**src/rtl/lc3b_types.sv**
```systemverilog
// Shared LC-3b type package: data word, byte mask, memory request bundle and
// the arbiter state / port encodings used by mem_port_arbiter.
package lc3b_types;

    typedef logic [15:0] lc3b_word;
    typedef logic [1:0]  lc3b_mem_wmask;

    typedef enum logic [1:0] {
        IDLE    = 2'd0,
        BUSY_A  = 2'd1,
        BUSY_B  = 2'd2,
        RECOVER = 2'd3
    } lc3b_arb_state;

    typedef enum logic {
        PORT_A = 1'b0,
        PORT_B = 1'b1
    } lc3b_arb_port;

    // One memory request as presented by a port or held on the shared bus.
    typedef struct packed {
        logic          read;
        logic          write;
        lc3b_mem_wmask wmask;
        lc3b_word      address;
        lc3b_word      wdata;
    } lc3b_mem_req;

    // A request where both strobes are high is carried out as a write only.
    function automatic lc3b_mem_req resolve_strobes(input lc3b_mem_req req);
        lc3b_mem_req r;
        r      = req;
        r.read = req.read & ~req.write;
        return r;
    endfunction

endpackage

```
**src/rtl/mem_port_arbiter_if.sv**
```systemverilog
// LC-3b memory port bundle. Used three times around the arbiter: fetch port,
// data port and the shared physical memory bus.
//
// Handshake: the master raises read or write together with wmask, address and
// wdata and holds all of them unchanged until it sees resp=1 for one cycle;
// rdata is valid only in that resp cycle. There is no separate ready: resp is
// both the acceptance and the completion of the transfer.
interface mem_port_arbiter_if;
    import lc3b_types::*;

    logic          read;
    logic          write;
    lc3b_mem_wmask wmask;
    lc3b_word      address;
    lc3b_word      wdata;
    logic          resp;
    lc3b_word      rdata;

    // Requester side.
    modport master (
        output read, write, wmask, address, wdata,
        input  resp, rdata
    );

    // Responder side.
    modport slave (
        input  read, write, wmask, address, wdata,
        output resp, rdata
    );

endinterface

```
**src/rtl/mem_req_mux.sv**
```systemverilog
// Selects the request fields of port a or port b by the grant select. Pure
// combinational; its output is captured by the arbiter's pmem registers.
module mem_req_mux
    import lc3b_types::*;
(
    input  lc3b_arb_port  sel,
    input  logic          a_read,
    input  logic          a_write,
    input  lc3b_mem_wmask a_wmask,
    input  lc3b_word      a_address,
    input  lc3b_word      a_wdata,
    input  logic          b_read,
    input  logic          b_write,
    input  lc3b_mem_wmask b_wmask,
    input  lc3b_word      b_address,
    input  lc3b_word      b_wdata,
    output lc3b_mem_req   req
);

    // Pick the granted port's request bundle.
    always_comb begin
        req = '0;
        if (sel == PORT_B) begin
            req.read    = b_read;
            req.write   = b_write;
            req.wmask   = b_wmask;
            req.address = b_address;
            req.wdata   = b_wdata;
        end else begin
            req.read    = a_read;
            req.write   = a_write;
            req.wmask   = a_wmask;
            req.address = a_address;
            req.wdata   = a_wdata;
        end
    end

endmodule

```
**src/rtl/mem_port_arbiter.sv**
```systemverilog
// Two-port memory arbiter: fetch port (a) and data port (b) share one
// physical memory / cache bus. One port is granted at a time, its request is
// registered onto the shared bus, and resp/rdata go back to that port only.
// After each completed transfer one RECOVER cycle lets the finished requester
// drop or change its request so a stale request is never reissued.
//
// Optional build macro: MEM_ARB_ROUND_ROBIN_EN -- on a tie the grant goes to
// the port not granted last time; without it the data port always wins ties.
module mem_port_arbiter
    import lc3b_types::*;
(
    input  logic          clk,
    input  logic          reset_n,
    mem_port_arbiter_if.slave  a,
    mem_port_arbiter_if.slave  b,
    mem_port_arbiter_if.master pmem,
    output lc3b_arb_state state_dbg
);

    lc3b_arb_state state;
    lc3b_arb_port  grant_sel;
    lc3b_mem_req   sel_req;
    lc3b_mem_req   issue_req;
    logic          a_req;
    logic          b_req;

    logic          pmem_read_q;
    logic          pmem_write_q;
    lc3b_mem_wmask pmem_wmask_q;
    lc3b_word      pmem_address_q;
    lc3b_word      pmem_wdata_q;

`ifdef MEM_ARB_ROUND_ROBIN_EN
    lc3b_arb_port  last_grant;
`endif

    assign a_req = a.read | a.write;
    assign b_req = b.read | b.write;

    // Grant decision used in IDLE: tie-break is fixed or alternating.
    always_comb begin
        grant_sel = PORT_A;
`ifdef MEM_ARB_ROUND_ROBIN_EN
        if (a_req && b_req) begin
            grant_sel = (last_grant == PORT_A) ? PORT_B : PORT_A;
        end else if (b_req) begin
            grant_sel = PORT_B;
        end
`else
        if (b_req) begin
            grant_sel = PORT_B;
        end
`endif
    end

    mem_req_mux u_req_mux (
        .sel       (grant_sel),
        .a_read    (a.read),
        .a_write   (a.write),
        .a_wmask   (a.wmask),
        .a_address (a.address),
        .a_wdata   (a.wdata),
        .b_read    (b.read),
        .b_write   (b.write),
        .b_wmask   (b.wmask),
        .b_address (b.address),
        .b_wdata   (b.wdata),
        .req       (sel_req)
    );

    assign issue_req = resolve_strobes(sel_req);

    // Arbitration FSM and the registered shared-bus request.
    always_ff @(posedge clk or negedge reset_n) begin
        if (!reset_n) begin
            state          <= IDLE;
            pmem_read_q    <= 1'b0;
            pmem_write_q   <= 1'b0;
            pmem_wmask_q   <= '0;
            pmem_address_q <= '0;
            pmem_wdata_q   <= '0;
`ifdef MEM_ARB_ROUND_ROBIN_EN
            last_grant     <= PORT_A;
`endif
        end else begin
            case (state)
                IDLE: begin
                    if (a_req || b_req) begin
                        state          <= (grant_sel == PORT_B) ? BUSY_B : BUSY_A;
                        pmem_read_q    <= issue_req.read;
                        pmem_write_q   <= issue_req.write;
                        pmem_wmask_q   <= issue_req.wmask;
                        pmem_address_q <= issue_req.address;
                        pmem_wdata_q   <= issue_req.wdata;
`ifdef MEM_ARB_ROUND_ROBIN_EN
                        last_grant     <= grant_sel;
`endif
                    end
                end
                BUSY_A, BUSY_B: begin
                    if (pmem.resp) begin
                        state        <= RECOVER;
                        pmem_read_q  <= 1'b0;
                        pmem_write_q <= 1'b0;
                    end
                end
                RECOVER: begin
                    state <= IDLE;
                end
                default: begin
                    state <= IDLE;
                end
            endcase
        end
    end

    assign pmem.read    = pmem_read_q;
    assign pmem.write   = pmem_write_q;
    assign pmem.wmask   = pmem_wmask_q;
    assign pmem.address = pmem_address_q;
    assign pmem.wdata   = pmem_wdata_q;

    // Response goes only to the port that owns the bus; rdata is broadcast.
    assign a.resp  = (state == BUSY_A) & pmem.resp;
    assign b.resp  = (state == BUSY_B) & pmem.resp;
    assign a.rdata = pmem.rdata;
    assign b.rdata = pmem.rdata;

    assign state_dbg = state;

endmodule

```
**src/flat_wrapper.sv**
```systemverilog
// flat-port wrapper written by rule: the top's interface ports become plain ports
module mem_port_arbiter_flat import lc3b_types::*;
  (clk, reset_n, state_dbg, a_read, a_write, a_wmask, a_address, a_wdata, a_resp, a_rdata, b_read, b_write, b_wmask, b_address, b_wdata, b_resp, b_rdata, pmem_read, pmem_write, pmem_wmask, pmem_address, pmem_wdata, pmem_resp, pmem_rdata);
  mem_port_arbiter_if a_i ();
  mem_port_arbiter_if b_i ();
  mem_port_arbiter_if pmem_i ();
  input  logic clk;
  input  logic reset_n;
  output lc3b_arb_state state_dbg;
  input wire logic [$bits(a_i.read)-1:0] a_read;
  input wire logic [$bits(a_i.write)-1:0] a_write;
  input wire logic [$bits(a_i.wmask)-1:0] a_wmask;
  input wire logic [$bits(a_i.address)-1:0] a_address;
  input wire logic [$bits(a_i.wdata)-1:0] a_wdata;
  output wire logic [$bits(a_i.resp)-1:0] a_resp;
  output wire logic [$bits(a_i.rdata)-1:0] a_rdata;
  input wire logic [$bits(b_i.read)-1:0] b_read;
  input wire logic [$bits(b_i.write)-1:0] b_write;
  input wire logic [$bits(b_i.wmask)-1:0] b_wmask;
  input wire logic [$bits(b_i.address)-1:0] b_address;
  input wire logic [$bits(b_i.wdata)-1:0] b_wdata;
  output wire logic [$bits(b_i.resp)-1:0] b_resp;
  output wire logic [$bits(b_i.rdata)-1:0] b_rdata;
  output wire logic [$bits(pmem_i.read)-1:0] pmem_read;
  output wire logic [$bits(pmem_i.write)-1:0] pmem_write;
  output wire logic [$bits(pmem_i.wmask)-1:0] pmem_wmask;
  output wire logic [$bits(pmem_i.address)-1:0] pmem_address;
  output wire logic [$bits(pmem_i.wdata)-1:0] pmem_wdata;
  input wire logic [$bits(pmem_i.resp)-1:0] pmem_resp;
  input wire logic [$bits(pmem_i.rdata)-1:0] pmem_rdata;
  assign a_i.read = a_read;
  assign a_i.write = a_write;
  assign a_i.wmask = a_wmask;
  assign a_i.address = a_address;
  assign a_i.wdata = a_wdata;
  assign a_resp = a_i.resp;
  assign a_rdata = a_i.rdata;
  assign b_i.read = b_read;
  assign b_i.write = b_write;
  assign b_i.wmask = b_wmask;
  assign b_i.address = b_address;
  assign b_i.wdata = b_wdata;
  assign b_resp = b_i.resp;
  assign b_rdata = b_i.rdata;
  assign pmem_read = pmem_i.read;
  assign pmem_write = pmem_i.write;
  assign pmem_wmask = pmem_i.wmask;
  assign pmem_address = pmem_i.address;
  assign pmem_wdata = pmem_i.wdata;
  assign pmem_i.resp = pmem_resp;
  assign pmem_i.rdata = pmem_rdata;
  mem_port_arbiter u_core (.clk(clk), .reset_n(reset_n), .a(a_i), .b(b_i), .pmem(pmem_i), .state_dbg(state_dbg));
endmodule
```
**config.mk**
```make
export PLATFORM = sky130hd
export DESIGN_NAME = mem_port_arbiter_flat
export DESIGN_NICKNAME = d
export VERILOG_FILES = /design/src/rtl/lc3b_types.sv /design/src/rtl/mem_port_arbiter_if.sv /design/src/rtl/mem_req_mux.sv /design/src/rtl/mem_port_arbiter.sv /design/src/flat_wrapper.sv
export SDC_FILE = /design/constraint.sdc
export NUM_CORES = 1
export LEC_CHECK = 0
export BUFFER_PORTS_ARGS = -buffer_cell sky130_fd_sc_hd__buf_2
export CAP_MARGIN = 20
export CORE_MARGIN = 5
export CORE_UTILIZATION = 43
export DETAILED_ROUTE_END_ITERATION = 8
export GPL_TIMING_DRIVEN = 0
export PLACE_DENSITY = 0.78
export SLEW_MARGIN = 0
export SYNTH_ARGS = -nofsm -noshare
export SYNTH_HDL_FRONTEND = slang
export SYNTH_HIERARCHICAL = 1
export SYNTH_SLANG_ARGS = --single-unit
export TNS_END_PERCENT = 100
```
**constraint.sdc**
```tcl
create_clock -name clk -period 1.9 [get_ports clk]
set_clock_uncertainty 0.1 [all_clocks]
set_input_delay 0.57 -clock clk [delete_from_list [all_inputs] [get_ports clk]]
set_output_delay 0.57 -clock clk [all_outputs]
set_load 0.1 [all_outputs]
```
==> Word level (Yosys, flattened, before mapping) <==
Cells that the tools add are included.
{ "totals": {"mem_bits_rw": 0, "latchBits": 0, "memories": 0, "ff_bits": 38, "rom_bits": 0, "out_inout_bits": 72} }
{ "classes": {"order_cmp": 0, "n_addsub": 0, "n_eq_ne": 5, "mux": 11, "shift": 0, "n_mul": 0, "div_mod_pow": 0, "n_bitwise": 6, "n_reduce_logical": 7} }
{ "op_table": {"columns": ["op", "count"], "rows": [
  ["36-bit 2-to-1 mux", 1],
  ["2-bit 2-to-1 mux", 3],
  ["2-bit one-hot mux with 3 select lines", 1],
  ["2-bit == test (second input constant)", 2],
  ["1-bit 2-to-1 mux", 4],
  ["1-bit one-hot mux with 2 select lines", 2],
  ["2-bit AND reduction", 2],
  ["1-bit bitwise AND", 3],
  ["3-bit AND reduction", 1],
  ["2-bit by 1-bit == test with 1-bit output (second input constant)", 1],
  ["2-bit logical NOT", 1],
  ["2-bit by 1-bit inequality test with 1-bit output (second input constant)", 1],
  ["2-bit inequality test (second input constant)", 1],
  ["1-bit bitwise OR", 2],
  ["2-bit nonzero test", 1],
  ["2-bit OR reduction", 1],
  ["1-bit logical OR", 1],
  ["1-bit inverter", 1]
]} }

==> Depth between registers and ports, before layout <==
{ "depth": {"word_depth": 7, "depth_mapped": 8, "ltp_nobuf": 6} }

==> Cells and area by module <==
The synthesis kept the hierarchy.
{ "modules_own_cells": {"columns": ["mod", "instances", "cells_per_inst", "seq_area_each_um2", "area_per_inst_um2"], "rows": [
  ["mem_port_arbiter", 1, 136, 950.9, 1964.4],
  ["mem_req_mux", 1, 40, 0.0, 589.3]
]} }

==> Least setup slack after synthesis <==
No wires, ideal clock.
{ "synth_path": {"kind": "register -> output", "start": "register u_core.state[1] (netlist: u_core/state_dbg[1])", "end": "output port b_resp", "n_path_buf": 0, "setup_slack_ps": -718, "t_required_ps": 1230, "stages_incl_launch_ff": 3, "arrival_time_ps": 1948, "path_cell_list": "dfrtp_1 ha_1 and2_1"} }
{ "synth_via": {"elab_chain_cells": 2} }
{ "synth_lines": {"columns": ["item", "line", "text"], "rows": [
  ["start, declared", "mem_port_arbiter.sv:20", "lc3b_arb_state state;"],
  ["start signal, assigned", "mem_port_arbiter.sv:89", "state <= (grant_sel == PORT_B) ? BUSY_B : BUSY_A;"],
  ["2-bit == test", "mem_port_arbiter.sv:125", "assign b.resp = (state == BUSY_B) & pmem.resp;"],
  ["1-bit bitwise AND", "mem_port_arbiter.sv:125", null],
  ["end, declared", "flat_wrapper.sv:22", "output wire logic [$bits(b_i.resp)-1:0] b_resp;"]
]} }
No other way between the ends.

==> Worst setup path in the final report <==
{ "layout_path": {"start": "register u_core.state[0] (netlist: u_core/state_dbg[0])", "end": "output port b_resp"} }
The elaborated chain is that of the path after synthesis.

==> summary.md <==
| Metric | Value |
|---|---|
| DRC Markers | 0 |
| Routed WL per cell | 14.26 um |
| Hold WS | 0.2705 ns |
| Clock root cell | clkbuf_8 |
| Simple-Gate Fraction of Synth Area | 0.02548 |
| Status | complete, but fails checks |
| Post-route setup TNS | -0.1106 ns |
| Layout overhead on the synthesized area | 43.46% |
| Critical path class | reg2out |
| Routed Antenna Nets | 0 |
| Largest family of logic cells by synthesized area | multiplexers |
| Die width | 87.07 um |
| Worst skew pair latency | 0.28 ns |
| Cell count after synthesis | 176 |
| First-pass GRT wire length | 8659 um |
| Core area | 0.005851 sq mm |
| Element type at the critical path end | output pin |
| Final wirelength | 5845 um |
| Max H-tree Level | 2 |
| Adder-Cell Fraction of Synth Area | 0.01960 |
| Most frequent cells in the layout | 144 x buf_2, 60 x mux2_4, 36 x buf_4, 36 x dfrtp_1, 10 x mux2_2 |
| Final setup fails | 2 |
| Worst slew margin | 0.4626 |
| Hold Fails Final Rpt | 0 |
| Place WS | -0.2625 ns |
| Post-Synth XOR/XNOR Area | 0 |
| CTS tree | done |
| Crit path cell chain | inv_4, ha_4, and2_4, buf_12 |
| Mean Syn Cell Area | 14.51 sq um |
| Achievable frequency | 510.3 MHz |
| Largest net degree at the start of global routing | 39 |
| Violated checks | setup timing |
| Final Wtd Congestion | 0.7074 |
| WP buf/inv | 2 |
| IO Port Bufs | 146 |
| Clock buffer depth | 2 |
| Commonest non-fill, non-tap cell in the layout | buf_2 |
| Post-synthesis mux area share | 0.3969 |
| Synthesis warning total | 6 |
| Slew Limit Fails | 0 |
| #FFs+latches synth | 38 |
| Die H | 87.07 um |
| Ant. Diodes | 0 |
| Hpwl dp | 4672 um |
| Worst-margin pin slew | 0.8061 ns |
| Vias in the first global route | 1,927 |
| Max-cap viol count | 0 |
| Max stage delay on crit path | 0.52 ns |
| Grt ovf | 0 |
| RSZ-0062 raised after global routing | true |
| Synth Cell Area | 0.002554 sq mm |
| CTS clk-pin slew, worst paths | 0.07 ns |
| Final setup margin | -0.05963 ns |
| Worst Path Required | 1.23 ns |
| Crit-path max FO | 4 |
| 1st-iter DRT viols | 23 |
| Compound-Gate Fraction of Synth Area | 0.02842 |
| CP max stage cell | dfrtp_4 |
| Via-to-Cell Ratio | 4.527 |
| All-Layer GR Usage | 0.1424 |
| Crit path max-delay family | flip-flops |
| Die ar. | 0.007580 sq mm |
| CTS sink cnt | 38 |
| Minimum clock period after layout | 1.960 ns |
| Initial Utilization | 0.4365 |
| Syn Nets | 271 |
| Layout cells sized above 1 | 0.8478 |
| Worst min path class | in2async |
| Post-synth cell types | 20 |
| CTS Buf Count | 5 |
| Count of boundary I/O pins | 163 |
| Nets | 429 |
| Sequential element share of the synthesized area | 0.3724 |
| Critical path arrival | 1.29 ns |
| Initial antenna violation count | 0 |
| Setup crit start kind | flip-flop |
| First-pass DRT Iterations | 3 |
| Via Count | 1,856 |
| Period utilization | 1.031 |
| Num rows | 28 |
-- synth_stat cells --
cell	number	area share
o22ai_1	2	0.0049
nand3b_1	1	0.0029
buf_12	6	0.047
nor4_4	1	0.0083
ha_1	4	0.020
nor2_1	1	0.0015
a21oi_1	3	0.0059
nor2b_1	1	0.0025
a2bb2oi_1	2	0.0069
dfrtp_1	38	0.37
nand2_1	2	0.0029
buf_4	32	0.094
a21boi_0	1	0.0029
nand2b_1	1	0.0025
mux2_2	10	0.044
buf_6	2	0.0088
inv_1	5	0.0074
and2_1	2	0.0049
o22a_2	2	0.0078
mux2_4	60	0.35
-- routing by layer --
| metal | GRT usage | wire (um) | share of wire |
|---|---|---|---|
| met1 | 0.1570 | 2176 | 0.37 |
| met2 | 0.2567 | 2819 | 0.48 |
| met3 | 0.05014 | 793 | 0.14 |
| met4 | 0.03966 | 55 | 0.0094 |
| met5 | 0 | 0 | 0 |
-- sequential cells by signal, summed over array words and instances (netlist names) --
| name | count |
|---|---|
| u_core/pmem.wdata | 16 |
| u_core/pmem.write | 1 |
| u_core/pmem.wmask | 2 |
| u_core/pmem.read | 1 |
| u_core/state_dbg | 2 |
| u_core/pmem.address | 16 |
-- worst paths after layout --
check	to	cells past startpoint	slack, ns	startpoint
max reg2reg	u_core/pmem.wdata[1]	8	0.05	u_core/state_dbg[0]
max	b_resp	4	-0.06	u_core/state_dbg[0]
min	u_core/pmem.address[11]	1	0.27	reset_n
max in group asynchronous	u_core/state_dbg[0]	1	0.83	reset_n
min reg2reg	u_core/pmem.address[13]	1	0.41	u_core/pmem.address[13]
min in group clk	u_core/pmem.address[13]	1	0.41	u_core/pmem.address[13]
-- final cells by class --
cell class                 count  area (sq um)
fill                         463          2187
multi-input combinational     93          1256
sequential                    38         958.4
timing repair buffer         151         810.8
buffer                        40         382.9
tap                           75         93.84
clock buffer                   5         68.82
clock inverter                 3         68.82
inverter                       5         23.77
-- through the flow --
step	cells	utilization	instance area, sq um
6_report	410	0.6262	3664
5_1_grt	410	0.6262	3664
4_1_cts	408	0.6198	3626
3_5_place_dp	397	0.5804	3396
3_3_place_gp	397	0.5804	3396
2_1_floorplan	176	-	2571
-- logic make-up after synthesis --
logic type               count (synthesis)
AO/OA/AOI/OAI                           10
adder cells (fa/ha/maj)                  4
buffers and inverters                   45
flip-flops                              38
multiplexers                            70
AND/OR/NAND/NOR                          9
-- timing repair --
item                                    in CTS  in global routing
pin swaps                                    1                  0
endpoints found under the setup margin       2                 32
buffers inserted                             3                  2
resized for setup                           17                  2
hold buffers                                 0                  0
Power is not shown: default switching activity piles up to over one toggle a cycle in this logic, so the estimate is an artifact.
